$ cat src/rtl/vga_timing_gen_if.sv
// Video output bundle between the timing generator and the display encoder.
// BLANK is high during active video. RGB is zero whenever BLANK is low.
interface video_if #(
  parameter int RGB_W = 24
);
  logic             CLK;
  logic             HS;
  logic             VS;
  logic             BLANK;
  logic [RGB_W-1:0] RGB;

  modport master (output CLK, output HS, output VS, output BLANK, output RGB);
  modport slave  (input CLK, input HS, input VS, input BLANK, input RGB);
endinterface

$ cat src/rtl/vga_timing_gen.sv
// Parametrised VGA/LCD timing generator.
//
// Each line and each frame is ordered front porch, sync, back porch, active.
// pix_req/pix_x/pix_y run one cycle after the counters, so the pixel source
// sees each request PIX_LAT cycles before its data is sampled. Sync, blank,
// frame_start and line_start go through the same delay line as the request,
// so they line up with the returned pixel for any PIX_LAT.
//
// Define VGA_GRID_PATTERN_EN to overlay a 16-pixel white grid on active video.
module vga_timing_gen #(
  parameter int HDISP   = 800,
  parameter int VDISP   = 480,
  parameter int HFP     = 40,
  parameter int HPULSE  = 48,
  parameter int HBP     = 40,
  parameter int VFP     = 13,
  parameter int VPULSE  = 3,
  parameter int VBP     = 29,
  parameter bit HS_POL  = 1'b0,
  parameter bit VS_POL  = 1'b0,
  parameter int PIX_LAT = 2,
  parameter int RGB_W   = 24
) (
  input  logic                     pixel_clk,
  input  logic                     pixel_rst,
  input  logic                     enable,
  video_if.master                  video_ifm,
  output logic                     pix_req,
  output logic [$clog2(HDISP)-1:0] pix_x,
  output logic [$clog2(VDISP)-1:0] pix_y,
  input  logic [RGB_W-1:0]         pix_data,
  output logic                     frame_start,
  output logic                     line_start
);

  localparam int HTOTAL = HFP + HPULSE + HBP + HDISP;
  localparam int VTOTAL = VFP + VPULSE + VBP + VDISP;
  localparam int HW = $clog2(HTOTAL);
  localparam int VW = $clog2(VTOTAL);
  localparam int XW = $clog2(HDISP);
  localparam int YW = $clog2(VDISP);

  localparam logic [HW-1:0] H_LAST     = HW'(HTOTAL - 1);
  localparam logic [VW-1:0] V_LAST     = VW'(VTOTAL - 1);
  localparam logic [HW-1:0] H_SYNC_BEG = HW'(HFP);
  localparam logic [HW-1:0] H_SYNC_END = HW'(HFP + HPULSE);
  localparam logic [VW-1:0] V_SYNC_BEG = VW'(VFP);
  localparam logic [VW-1:0] V_SYNC_END = VW'(VFP + VPULSE);
  localparam logic [HW-1:0] H_START    = HW'(HFP + HPULSE + HBP);
  localparam logic [VW-1:0] V_START    = VW'(VFP + VPULSE + VBP);

  // Control word fields carried through the latency-matching delay line
  localparam int F_HS    = 0;
  localparam int F_VS    = 1;
  localparam int F_BLANK = 2;
  localparam int F_FS    = 3;
  localparam int F_LS    = 4;
`ifdef VGA_GRID_PATTERN_EN
  localparam int F_GRID  = 5;
  localparam int CTRL_W  = 6;
`else
  localparam int CTRL_W  = 5;
`endif
  localparam logic [CTRL_W-1:0] CTRL_IDLE = CTRL_W'({~VS_POL, ~HS_POL});

  if (PIX_LAT < 0 || PIX_LAT > 8) begin : g_lat_check
    $error("vga_timing_gen: PIX_LAT must be within 0..8");
  end

`ifdef VGA_GRID_PATTERN_EN
  function automatic logic on_grid(input logic [XW-1:0] x, input logic [YW-1:0] y);
    logic [31:0] xw;
    logic [31:0] yw;
    xw = 32'(x);
    yw = 32'(y);
    return (xw[3:0] == 4'd0) || (yw[3:0] == 4'd0);
  endfunction
`endif

  typedef enum logic {ST_IDLE, ST_RUN} state_t;

  state_t            state;
  logic [HW-1:0]     h_cnt;
  logic [VW-1:0]     v_cnt;
  logic              h_end;
  logic              v_end;

  logic              vld_p0;
  logic              act_p0;
  logic [HW-1:0]     x_off_p0;
  logic [VW-1:0]     y_off_p0;
  logic [CTRL_W-1:0] ctrl_p0;

  logic              pix_req_p1;
  logic [XW-1:0]     pix_x_p1;
  logic [YW-1:0]     pix_y_p1;
  logic [CTRL_W-1:0] ctrl_pn [0:PIX_LAT];
  logic [CTRL_W-1:0] ctrl_s;
  logic [RGB_W-1:0]  pix_sel;

  logic              hs_p2;
  logic              vs_p2;
  logic              blank_p2;
  logic              fs_p2;
  logic              ls_p2;
  logic [RGB_W-1:0]  rgb_p2;

  assign h_end = (h_cnt == H_LAST);
  assign v_end = (v_cnt == V_LAST);

  // Frame FSM and counters: counters only move in RUN; a frame boundary is the only way out
  always_ff @(posedge pixel_clk or posedge pixel_rst) begin
    if (pixel_rst) begin
      state <= ST_IDLE;
      h_cnt <= '0;
      v_cnt <= '0;
    end else begin
      case (state)
        ST_IDLE: begin
          h_cnt <= '0;
          v_cnt <= '0;
          if (enable) state <= ST_RUN;
        end
        ST_RUN: begin
          if (h_end) begin
            h_cnt <= '0;
            if (v_end) begin
              v_cnt <= '0;
              if (!enable) state <= ST_IDLE;
            end else begin
              v_cnt <= v_cnt + 1'b1;
            end
          end else begin
            h_cnt <= h_cnt + 1'b1;
          end
        end
        default: state <= ST_IDLE;
      endcase
    end
  end

  // ---- stage p0: decode the counter position ----
  // Position decode: sync windows, active window and pixel coordinates
  always_comb begin
    vld_p0   = (state == ST_RUN);
    act_p0   = vld_p0 && (h_cnt >= H_START) && (v_cnt >= V_START);
    x_off_p0 = h_cnt - H_START;
    y_off_p0 = v_cnt - V_START;
    ctrl_p0  = '0;
    ctrl_p0[F_HS]    = (vld_p0 && h_cnt >= H_SYNC_BEG && h_cnt < H_SYNC_END) ? HS_POL : ~HS_POL;
    ctrl_p0[F_VS]    = (vld_p0 && v_cnt >= V_SYNC_BEG && v_cnt < V_SYNC_END) ? VS_POL : ~VS_POL;
    ctrl_p0[F_BLANK] = act_p0;
    ctrl_p0[F_FS]    = vld_p0 && (h_cnt == '0) && (v_cnt == '0);
    ctrl_p0[F_LS]    = vld_p0 && (h_cnt == '0);
`ifdef VGA_GRID_PATTERN_EN
    ctrl_p0[F_GRID]  = act_p0 && on_grid(x_off_p0[XW-1:0], y_off_p0[YW-1:0]);
`endif
  end

  // ---- stage p1: registered request, then PIX_LAT cycles of control delay ----
  // Request registers and the delay line that tracks the pixel source latency
  always_ff @(posedge pixel_clk or posedge pixel_rst) begin
    if (pixel_rst) begin
      pix_req_p1 <= 1'b0;
      pix_x_p1   <= '0;
      pix_y_p1   <= '0;
      for (int i = 0; i <= PIX_LAT; i++) ctrl_pn[i] <= CTRL_IDLE;
    end else begin
      pix_req_p1 <= act_p0;
      pix_x_p1   <= act_p0 ? x_off_p0[XW-1:0] : '0;
      pix_y_p1   <= act_p0 ? y_off_p0[YW-1:0] : '0;
      ctrl_pn[0] <= ctrl_p0;
      for (int i = 1; i <= PIX_LAT; i++) ctrl_pn[i] <= ctrl_pn[i-1];
    end
  end

  assign ctrl_s = ctrl_pn[PIX_LAT];

`ifdef VGA_GRID_PATTERN_EN
  assign pix_sel = ctrl_s[F_GRID] ? '1 : pix_data;
`else
  assign pix_sel = pix_data;
`endif

  // ---- stage p2: output register, pixel data meets its delayed control ----
  // Output registers: RGB is forced to zero outside active video
  always_ff @(posedge pixel_clk or posedge pixel_rst) begin
    if (pixel_rst) begin
      hs_p2    <= ~HS_POL;
      vs_p2    <= ~VS_POL;
      blank_p2 <= 1'b0;
      fs_p2    <= 1'b0;
      ls_p2    <= 1'b0;
      rgb_p2   <= '0;
    end else begin
      hs_p2    <= ctrl_s[F_HS];
      vs_p2    <= ctrl_s[F_VS];
      blank_p2 <= ctrl_s[F_BLANK];
      fs_p2    <= ctrl_s[F_FS];
      ls_p2    <= ctrl_s[F_LS];
      rgb_p2   <= ctrl_s[F_BLANK] ? pix_sel : '0;
    end
  end

  assign video_ifm.CLK   = pixel_clk;
  assign video_ifm.HS    = hs_p2;
  assign video_ifm.VS    = vs_p2;
  assign video_ifm.BLANK = blank_p2;
  assign video_ifm.RGB   = rgb_p2;
  assign pix_req         = pix_req_p1;
  assign pix_x           = pix_x_p1;
  assign pix_y           = pix_y_p1;
  assign frame_start     = fs_p2;
  assign line_start      = ls_p2;

endmodule

$ cat src/flat_wrapper.sv
// flat-port wrapper written by rule: the top's interface ports become plain ports
module vga_timing_gen_flat 
#(
  parameter int HDISP   = 800,
  parameter int VDISP   = 480,
  parameter int HFP     = 40,
  parameter int HPULSE  = 48,
  parameter int HBP     = 40,
  parameter int VFP     = 13,
  parameter int VPULSE  = 3,
  parameter int VBP     = 29,
  parameter bit HS_POL  = 1'b0,
  parameter bit VS_POL  = 1'b0,
  parameter int PIX_LAT = 2,
  parameter int RGB_W   = 24
)
  (pixel_clk, pixel_rst, enable, pix_req, pix_x, pix_y, pix_data, frame_start, line_start, video_ifm_CLK, video_ifm_HS, video_ifm_VS, video_ifm_BLANK, video_ifm_RGB);
  video_if #(.RGB_W(RGB_W)) video_ifm_i ();
  input  logic pixel_clk;
  input  logic pixel_rst;
  input  logic enable;
  output logic pix_req;
  output logic [$clog2(HDISP)-1:0] pix_x;
  output logic [$clog2(VDISP)-1:0] pix_y;
  input  logic [RGB_W-1:0] pix_data;
  output logic frame_start;
  output logic line_start;
  output wire logic [$bits(video_ifm_i.CLK)-1:0] video_ifm_CLK;
  output wire logic [$bits(video_ifm_i.HS)-1:0] video_ifm_HS;
  output wire logic [$bits(video_ifm_i.VS)-1:0] video_ifm_VS;
  output wire logic [$bits(video_ifm_i.BLANK)-1:0] video_ifm_BLANK;
  output wire logic [$bits(video_ifm_i.RGB)-1:0] video_ifm_RGB;
  assign video_ifm_CLK = video_ifm_i.CLK;
  assign video_ifm_HS = video_ifm_i.HS;
  assign video_ifm_VS = video_ifm_i.VS;
  assign video_ifm_BLANK = video_ifm_i.BLANK;
  assign video_ifm_RGB = video_ifm_i.RGB;
  vga_timing_gen #(.HDISP(HDISP), .VDISP(VDISP), .HFP(HFP), .HPULSE(HPULSE), .HBP(HBP), .VFP(VFP), .VPULSE(VPULSE), .VBP(VBP), .HS_POL(HS_POL), .VS_POL(VS_POL), .PIX_LAT(PIX_LAT), .RGB_W(RGB_W)) u_core (.pixel_clk(pixel_clk), .pixel_rst(pixel_rst), .enable(enable), .video_ifm(video_ifm_i), .pix_req(pix_req), .pix_x(pix_x), .pix_y(pix_y), .pix_data(pix_data), .frame_start(frame_start), .line_start(line_start));
endmodule
$ cat config.mk
export PLATFORM = sky130hd
export DESIGN_NAME = vga_timing_gen_flat
export DESIGN_NICKNAME = d
export VERILOG_FILES = /design/src/rtl/vga_timing_gen_if.sv /design/src/rtl/vga_timing_gen.sv /design/src/flat_wrapper.sv
export SDC_FILE = /design/constraint.sdc
export NUM_CORES = 1
export LEC_CHECK = 0
export CORE_ASPECT_RATIO = 0.7
export CORE_MARGIN = 2
export CORE_UTILIZATION = 45
export DETAILED_ROUTE_END_ITERATION = 10
export HOLD_SLACK_MARGIN = 0.03
export MAX_ROUTING_LAYER = met4
export PLACE_DENSITY = 0.76
export SLEW_MARGIN = 25
export SYNTH_ARGS = -nofsm -noshare
export SYNTH_HDL_FRONTEND = slang
export SYNTH_SLANG_ARGS = --single-unit
$ cat constraint.sdc
create_clock -name pixel_clk -period 2.5 [get_ports pixel_clk]
set_clock_uncertainty 0.05 [all_clocks]
set_input_delay 0.375 -clock pixel_clk [delete_from_list [all_inputs] [get_ports pixel_clk]]
set_output_delay 0.375 -clock pixel_clk [all_outputs]
set_load 0.01 [all_outputs]
==> qor.txt <==
switching pwr = 0.000559 W
IO Pins = 77
hold_buf cts = 0
GRT overflow = 0
Die X = 108 um
reg2reg path depth = 5
Net Count, Synth = 317
clk_lat worst skew = 470 ps
Leak = 1.96 nW
cell area after placement = 4240 um^2
initial antenna violation count = 0
largest net degree at the start of global routing = 38
# Max-Cap Violations = 0
Core ar. = 7290 um^2
RSZ-0062 raised after global routing = false
Detail Placement HPWL = 4.86 mm
CTS tree = yes
Req. time, crit path = 2080 ps
final cell count without fillers = 461
WL/cell = 15.0 um
Final Hold Viols = 0
vias per cell = 5.15
Final Util = 0.615
Layout Nets = 394
Yosys cell types = 46
Post-Syn Area per Cell = 12.0 um^2
Critical Path AT = 1940 ps
# Post-CTS Setup Buffers = 0
worst hold path class = input pin to async pin
Total GRT Usage = 0.193
Remaining DRCs = 0
internal reg-to-reg setup slack = 350 ps
clock power share = 0.441
die area = 8230 um^2
Syn. warnings = 0
share of layout cells above drive strength 1 = 0.113
Switching Fraction = 0.218
1st-iter DRT viols = 123
WL final = 6.93 mm
cell row count = 26
main flop type after synthesis = dfrtp_1
critical path class = clock port to output pin
Reg power frac = 0.531
crit path launch type = clock port
max-slew headroom at the worst pin = 0.531
CP max FO = 2
Starting Density = 0.464
Placement Setup Slack = 358 ps
peak supply drop = 0.487 mV
Crit. End Element = output pin
FF+latch count, synth = 84
port bufs = 76
Die Y = 76.5 um
PwrDens = 571 nW/um^2
routability cong. = 0.891
iteration count of the initial detailed-routing pass = 4
final instance area = 4480 um^2
status = finished, final reports clean
PostCTS Resize Cnt = 0
Seq/Total Area, Yosys = 0.625
share of flip-flops with an asynchronous set or reset = 1.00
Post-synth EDFFs = 0
fin. max-slew vios = 0
clock-pin slew on the worst setup and hold paths = 80 ps
Worst Setup Slack, final = 133 ps
r2r startpoint = u_core.h_cnt[0]
vias in the first global route = 2,433
mapped cell area = 3380 um^2
# diodes = 0
first-pass GRT wire length = 11.6 mm
Gate power share = 0.028
# setup viols final = 0
Vias = 2,376
synthesized netlist cell count = 281
Area Growth Syn to Fin = 32.5%
worst slew pin tran = 696 ps
final setup TNS = 0 ps
R2R Path End = u_core.v_cnt[5]
P_int = 0.00200 W
total placed cells including tap cells = 442
ANT nets after route = 0
==> Yosys cell counts, types with 6 or more instances <==
cell      number  area [um^2]
o31ai_1        6         45.0
nand3_1        6         30.0
clkbuf_1       8         30.0
nor2_1        14         52.6
o21ai_0        6         30.0
dfrtp_1       76         1900
a21oi_1        8         40.0
and2_1        26          163
or4_1          6         45.0
nor3b_1        6         45.0
xor2_1         7         61.3
ha_1           9          113
buf_2          8         40.0
nand2_1       10         37.5
inv_1         11         41.3
dfstp_2        8          210
nor3_1        18         90.1
==> power by group through the flow <==
stage          sequential, W   clock, W  combinational, W
2_1_floorplan        0.00138  0.0000330         0.0000202
3_3_place_gp         0.00138  0.0000407         0.0000733
3_5_place_dp         0.00138  0.0000407         0.0000739
4_1_cts              0.00136    0.00116         0.0000747
5_1_grt              0.00136    0.00123         0.0000804
6_report             0.00136    0.00113         0.0000717
==> critical path: stages <==
cell and delay (ps):
clkbuf_8 110, clkbuf_8 120, clkdlybuf4s50_1 470
==> final cells by class <==
| type | instances | area (um^2) |
|---|---|---|
| timing repair buffer | 81 | 808 |
| clock buffer | 14 | 179 |
| inverter | 11 | 45.0 |
| clock inverter | 6 | 72.6 |
| multi-input combinational | 167 | 1140 |
| tap | 98 | 123 |
| fill | 569 | 2810 |
| sequential | 84 | 2110 |
==> flip-flops by register name (all words and copies together) (netlist names), 5 cells and up <==
| signal | flops |
|---|---|
| u_core.video_ifm.RGB | 24 |
| u_core.ctrl_pn | 10 |
| u_core.h_cnt | 10 |
| u_core.pix_x | 10 |
| u_core.v_cnt | 10 |
| u_core.pix_y | 9 |
| u_core.ctrl_s | 5 |
==> stage by stage <==
stage / hold WS (ps) / power [W]
detailed placement: 285 / 0.00150
finish: 246 / 0.00256
global route: 268 / 0.00267
CTS: 258 / 0.00259
floorplan: 281 / 0.00144
global placement: 282 / 0.00150
==> placed cells by master (no fill, tap or decap), types with 2 or more instances in the layout <==
cell type	count
and4_1	2
o21a_1	2
ha_1	9
dfrtp_1	76
xor2_1	7
inv_1	10
nor2_1	14
o21ai_0	6
buf_4	5
clkinv_4	3
and2_1	26
mux2i_1	2
clkdlybuf4s50_1	76
nand3_1	6
nor4_1	3
or3_1	4
a21oi_1	8
clkbuf_8	12
dfstp_2	8
xnor2_1	5
a211oi_1	2
nor3_1	18
nand2_1	10
o31ai_1	6
clkinvlp_4	2
or4_1	6
nor3b_1	6
nand4_1	5
==> metal layers <==
metal / global-route usage / up-vias / routed length (um)
li1: - / 1110 / -
met1: 0.253 / 1165 / 3150
met2: 0.274 / 93 / 3080
met3: 0.0684 / 8 / 606
met4: 0.0756 / 0 / 90
met5: - / - / 0
==> cells by family after synthesis <==
group / Yosys count / share of synthesized area
simple gates: 112 / 0.199
compound gates: 32 / 0.0637
buf+inv: 30 / 0.0418
fa+ha+maj: 9 / 0.0333
xor+xnor: 12 / 0.0311
flops: 84 / 0.625
mux: 2 / 0.00592
==> how the worst max path moves through the flow <==
stage	endpoint	from	slack [ps]
2_1_floorplan	u_core.pix_y[8]	u_core.v_cnt[0]	570
3_3_place_gp	video_ifm_CLK	pixel_clk	380
3_5_place_dp	u_core.v_cnt[5]	u_core.h_cnt[0]	360
4_1_cts	video_ifm_CLK	pixel_clk	130
5_1_grt	video_ifm_CLK	pixel_clk	110
6_report	video_ifm_CLK	pixel_clk	130
No activity file was read; power rests on OpenSTA's default activity.
